<file path="config.mk">
export PLATFORM = sky130hd
export DESIGN_NAME = pwm_multi_channel
export DESIGN_NICKNAME = d
export VERILOG_FILES = /design/src/rtl/pwm_pkg.sv /design/src/rtl/pwm_prescaler.sv /design/src/rtl/pwm_multi_channel.sv
export SDC_FILE = /design/constraint.sdc
export NUM_CORES = 1
export LEC_CHECK = 0
export ABC_AREA = 1
export CAP_MARGIN = 20
export CORE_UTILIZATION = 55
export CTS_BUF_LIST = sky130_fd_sc_hd__clkbuf_16
export DETAILED_ROUTE_END_ITERATION = 8
export DONT_BUFFER_PORTS = 1
export HOLD_SLACK_MARGIN = 0.03
export PLACE_DENSITY = 0.8
export SLEW_MARGIN = 15
export SYNTH_ARGS = -nofsm -noshare
export SYNTH_HDL_FRONTEND = slang
export SYNTH_SLANG_ARGS = --single-unit
</file>
<file path="constraint.sdc">
create_clock -name clk -period 2.3 [get_ports clk]
set_clock_uncertainty 0.15 [all_clocks]
set_input_delay 0.23 -clock clk [delete_from_list [all_inputs] [get_ports clk]]
set_output_delay 0.23 -clock clk [all_outputs]
set_load 0.01 [all_outputs]
</file>
<file path="src/rtl/pwm_pkg.sv">
// rtl/pwm_pkg.sv - shared constants and helpers for the multi-channel PWM
// Purpose: counting-mode and direction encodings, duty slice width helper.
// Ports: none (package).
package pwm_pkg;

  localparam logic PWM_EDGE   = 1'b0;
  localparam logic PWM_CENTER = 1'b1;

  localparam logic DIR_UP   = 1'b0;
  localparam logic DIR_DOWN = 1'b1;

  // Duty is one bit wider than the counter so that 100% is reachable
  // even when the period register is at its maximum value.
  function automatic int duty_width(input int cnt_bits);
    return cnt_bits + 1;
  endfunction

endpackage

</file>
<file path="src/rtl/pwm_prescaler.sv">
// rtl/pwm_prescaler.sv - clock prescaler producing the counter advance tick
// Purpose: counts 0..prescale and ticks on the terminal value, then wraps.
// Ports:
//   clk, rst_n  clock and asynchronous active-low reset
//   clr         synchronous clear (holds the count at 0, suppresses tick)
//   prescale    live divide value; tick every prescale+1 clocks
//   tick        combinational advance strobe
module pwm_prescaler #(
  parameter int PRESC_BITS = 4
) (
  input  logic                  clk,
  input  logic                  rst_n,
  input  logic                  clr,
  input  logic [PRESC_BITS-1:0] prescale,
  output logic                  tick
);

  logic [PRESC_BITS-1:0] psc;

  assign tick = !clr && (psc == prescale);

  always_ff @(posedge clk or negedge rst_n) begin
    if (!rst_n) begin
      psc <= '0;
    end else if (clr || tick) begin
      psc <= '0;
    end else begin
      psc <= psc + 1'b1;
    end
  end

endmodule

</file>
<file path="src/rtl/pwm_multi_channel.sv">
// rtl/pwm_multi_channel.sv - multi-channel PWM with shared period counter
// Purpose: shared prescaler and edge/center-aligned period counter driving
//   NUM_CH duty comparators; period/mode/duty load only at period boundaries.
// Ports:
//   clk, rst_n    clock and asynchronous active-low reset
//   en            run enable (0 holds counter and tracks inputs)
//   mode          0 edge-aligned, 1 center-aligned
//   prescale      counter advances every prescale+1 clocks
//   period        terminal count P
//   duty          per-channel duty, CNT_BITS+1 bits per channel
//   update_req    request a load at the next boundary
//   pwm_out       registered PWM outputs
//   period_start  pulse in the first cycle of each period
//   update_done   pulse in the first cycle after a boundary load
module pwm_multi_channel
  import pwm_pkg::*;
#(
  parameter int NUM_CH     = 4,
  parameter int CNT_BITS   = 8,
  parameter int PRESC_BITS = 4
) (
  input  logic                                clk,
  input  logic                                rst_n,
  input  logic                                en,
  input  logic                                mode,
  input  logic [PRESC_BITS-1:0]               prescale,
  input  logic [CNT_BITS-1:0]                 period,
  input  logic [NUM_CH*duty_width(CNT_BITS)-1:0] duty,
  input  logic                                update_req,
  output logic [NUM_CH-1:0]                   pwm_out,
  output logic                                period_start,
  output logic                                update_done
);

  localparam int DW = duty_width(CNT_BITS);

  logic                tick;
  logic [CNT_BITS-1:0] cnt, cnt_nxt, period_a;
  logic                mode_a, dir, dir_nxt, pending;
  logic                terminal, load;

  pwm_prescaler #(.PRESC_BITS(PRESC_BITS)) u_prescaler (
    .clk      (clk),
    .rst_n    (rst_n),
    .clr      (!en),
    .prescale (prescale),
    .tick     (tick)
  );

  // Next counter value if the current clock is a tick. P=0 falls into the
  // edge branch in both modes so the counter simply holds at 0.
  always_comb begin
    cnt_nxt = cnt;
    dir_nxt = dir;
    if (mode_a == PWM_EDGE || period_a == '0) begin
      cnt_nxt = (cnt >= period_a) ? '0 : cnt + 1'b1;
      dir_nxt = DIR_UP;
    end else if (dir == DIR_UP) begin
      if (cnt >= period_a) begin
        // Turning point; with P=1 the down leg is empty and we land on 0.
        cnt_nxt = period_a - 1'b1;
        dir_nxt = (period_a == 1) ? DIR_UP : DIR_DOWN;
      end else begin
        cnt_nxt = cnt + 1'b1;
      end
    end else begin
      cnt_nxt = cnt - 1'b1;
      dir_nxt = (cnt == 1) ? DIR_UP : DIR_DOWN;
    end
  end

  assign terminal = tick && (cnt_nxt == '0);
  assign load     = terminal && (pending || update_req);

  always_ff @(posedge clk or negedge rst_n) begin
    if (!rst_n) begin
      cnt          <= '0;
      dir          <= DIR_UP;
      pending      <= 1'b0;
      period_a     <= '0;
      mode_a       <= PWM_EDGE;
      period_start <= 1'b0;
      update_done  <= 1'b0;
    end else if (!en) begin
      // Stopped: active registers track the inputs so a restart uses them.
      cnt          <= '0;
      dir          <= DIR_UP;
      pending      <= 1'b0;
      period_a     <= period;
      mode_a       <= mode;
      period_start <= 1'b0;
      update_done  <= 1'b0;
    end else begin
      period_start <= terminal;
      update_done  <= load;
      if (tick) begin
        cnt <= cnt_nxt;
        dir <= dir_nxt;
      end
      if (load) begin
        period_a <= period;
        mode_a   <= mode;
        dir      <= DIR_UP;
        pending  <= 1'b0;
      end else if (update_req) begin
        pending <= 1'b1;
      end
    end
  end

  for (genvar ch = 0; ch < NUM_CH; ch++) begin : g_ch
    logic [DW-1:0] duty_a;
    logic          out_q;

    always_ff @(posedge clk or negedge rst_n) begin
      if (!rst_n) begin
        duty_a <= '0;
        out_q  <= 1'b0;
      end else if (!en) begin
        duty_a <= duty[ch*DW +: DW];
        out_q  <= 1'b0;
      end else begin
        // Compare uses the current period's duty; a load on this edge
        // only affects the comparison made for the new period's cnt=0.
        out_q <= ({1'b0, cnt} < duty_a);
        if (load) begin
          duty_a <= duty[ch*DW +: DW];
        end
      end
    end

    assign pwm_out[ch] = out_q;
  end

endmodule

</file>
==> results.cfg <==
[sta]
period_needed_ns = 3.07
setup_slack_ns = -0.772
max_slew_margin_pct = 56.3
fin_crit_sh_pct = 134
whs_ns = -0.106
fmax_ghz = 0.325
hold_viol = 40
setup-violations-final = 58
worst_pin_slew_ns = 0.648
slew_viol_final = 0
grt_setup_unrepaired = true

[global_route]
grt_usage_pct = 37.6
grt_pass1_vias = 4909
grt_pass1_wl_mm = 23.7
grt_max_degree = 66
antenna_found_initial = 0
overflow = 0

[flow_run]
maxCapViolations = 0

[detailed_routing]
dr_total_vias = 5199
totalWireLength_mm = 19.4
ant_nets = 0
drc = 0
routed_via_density = 6.52
firstDrtPassIters = 6
initialDrtViolationCount = 852
avgRoutedWirePerCell_um = 24.4

[clock_network]
cts.clk_slew.worst_paths_ns = 0.07
htree_levels = 3
clock-sinks = 65
cts_max_path_buffers = 2
root_buffer = clkbuf_16
insertion_delay_ns = 0.34
cts_tree = yes
cts_made_buffers = 9

[power_and_ir_drop]
p_leak_nw = 3.34
power_w = 0.00383
peakVddDrop_mv = 0.454
power_density_nw_per_um2 = 580

[place]
dp_hpwl_mm = 8.00
io_buffer_count = 0
gp_congestion = 0.940
dp.cells = 708

[outcome]
status = complete, but fails checks
violations = hold timing, setup timing

[worst_setup_path]
critPathMaxFanout = 6
crit_arrival_ns = 3.14
worst-setup-path-type = flop to flop
critPathCaptureType = flop
cp-start-kind = flop
critPathRequiredTime_ns = 2.37

[synthesis]
synth-seq-area-share_pct = 37.2
syn_nets = 665
syn_area_um2 = 4370
netlist_instances = 569
avgSynthCellArea_um2 = 7.69
yosys_warnings = 0
synth_edf_count = 0
ys_ff_latch = 65
synthFlopType = dfrtp_1
async_reset_ff_share_pct = 100
synth_cell_types = 37

[layout]
diodes = 0
nets = 786
layout-drive-gt1-share_pct = 33.8
instances_no_fill = 797
final_cell_mix = nand2_1, buf_4, inv_1, dfrtp_1, dlygate4sd3_1
final_common_cell = nand2_1
fillers = 323
syn_to_final_growth_pct = 51.0

[floorplanning]
start_util_pct = 56.6
die_w_um = 91.2
die_h_um = 91.2
fp-row-count = 32
coreArea_um2 = 7730
ios = 59
dieArea_um2 = 8310

[worst_hold_path]
min_path_type = input port to flop
report_power, final:
group	switching [W]	total, W	internal (W)
Combinational	0.000507	0.000897	0.000390
Clock	0.000562	0.00161	0.00105
Sequential	0.0000869	0.00132	0.00123
worst max-delay path, cell delays in order, from the launching register on:
cell       delay (ns)
dfrtp_1          0.39
inv_2            0.10
ha_4             0.20
nand2_2          0.09
nor2_4           0.04
nor2_2           0.13
nand2_2          0.13
nand2_4          0.16
nand2_8          0.08
nand3_1          0.14
nand3_1          0.22
nand2_1          0.22
nand2_4          0.08
nor2_4           0.11
nand3_4          0.16
buf_8            0.19
clkbuf_16        0.17
nand3_2          0.07
nand2_1          0.08
stage by stage:
step / hold WS (ns) / setup WS (ns) / utilization [%] / area, um2 / setup TNS [ns]
finish: -0.106 / -0.772 / 85.4 / 6600 / -34.10
global route: -0.120 / -0.893 / 85.4 / 6600 / -37.47
CTS: -0.122 / -0.324 / 78.6 / 6070 / -14.50
detailed placement: -0.214 / -0.314 / 63.6 / 4920 / -12.87
global placement: -0.213 / -0.253 / 63.6 / 4920 / -10.64
floorplan: -0.216 / -0.154 / - / 4460 / -4.40
path summary, 6_finish.rpt:
| kind | startpoint | to | slack, ns | cells after the start |
|---|---|---|---|---|
| min in group asynchronous | rst_n | g_ch[0].out_q | 0.38 | 2 |
| min reg2reg | g_ch[2].duty_a[5] | g_ch[2].duty_a[5] | 0.37 | 2 |
| max in group asynchronous | rst_n | period_start | 1.32 | 2 |
| min | en | g_ch[2].duty_a[6] | -0.11 | 2 |
| max | period_a[2] | g_ch[3].duty_a[2] | -0.77 | 18 |
| max reg2reg | period_a[2] | g_ch[3].duty_a[2] | -0.77 | 18 |
routing by layer:
metal  global-route usage, %  wire length, um
met1                    40.8             6300
met2                    66.7             9020
met3                    7.37             2240
met4                    24.1             1870
met5                       0                0
sequential cells by signal (all words and copies together) (netlist names):
register / flops
g_ch.out_q: 4
u_prescaler.psc: 4
update_done: 1
g_ch.duty_a: 36
period_a: 8
cnt: 8
pending: 1
period_start: 1
mode_a: 1
dir: 1
timing repair:
action	in CTS	in global routing
endpoints found under the hold margin	112	46
hold buffers	47	1
setup buffers	10	10
endpoints found under the setup margin	49	55
pin swaps	25	44
gates cloned	4	3
resized for setup	39	105
cells in the mapped netlist, drive strengths merged (2+ instances only):
cell | number | area share [%]
a21oi | 19 | 2.3
a311oi | 3 | 0.60
buf | 19 | 3.1
clkbuf | 2 | 0.17
clkinv | 2 | 0.17
dfrtp | 65 | 37
ha | 43 | 12
inv | 70 | 6.1
nand2 | 195 | 17
nand3 | 68 | 9.6
nand4 | 5 | 0.72
nor2 | 34 | 3.3
nor3 | 3 | 0.46
o211ai | 3 | 0.51
o21ai | 11 | 1.3
o22ai | 6 | 0.86
xnor2 | 5 | 1.0
xor2 | 11 | 2.2
cell families after synthesis:
kind of cell | count (synthesis) | share of synthesized area (%)
AO/OA/AOI/OAI | 44 | 5.95
XOR/XNOR | 16 | 3.20
adder cells (fa/ha/maj) | 43 | 12.3
buffers and inverters | 93 | 9.56
flip-flops | 65 | 37.2
AND/OR/NAND/NOR | 308 | 31.8
cell type report:
cell class              count  area (um2)  share of cell area, %
clock inverters             7         110                   1.67
inverters                  72         280                   4.25
repair buffers            130        1290                   19.6
flip-flops and latches     65        1630                   24.7
well taps                 102         128                   1.93
multi-input cells         412        2930                   44.4
clock buffers               9         225                   3.41
No activity file was read; power rests on OpenSTA's default activity.
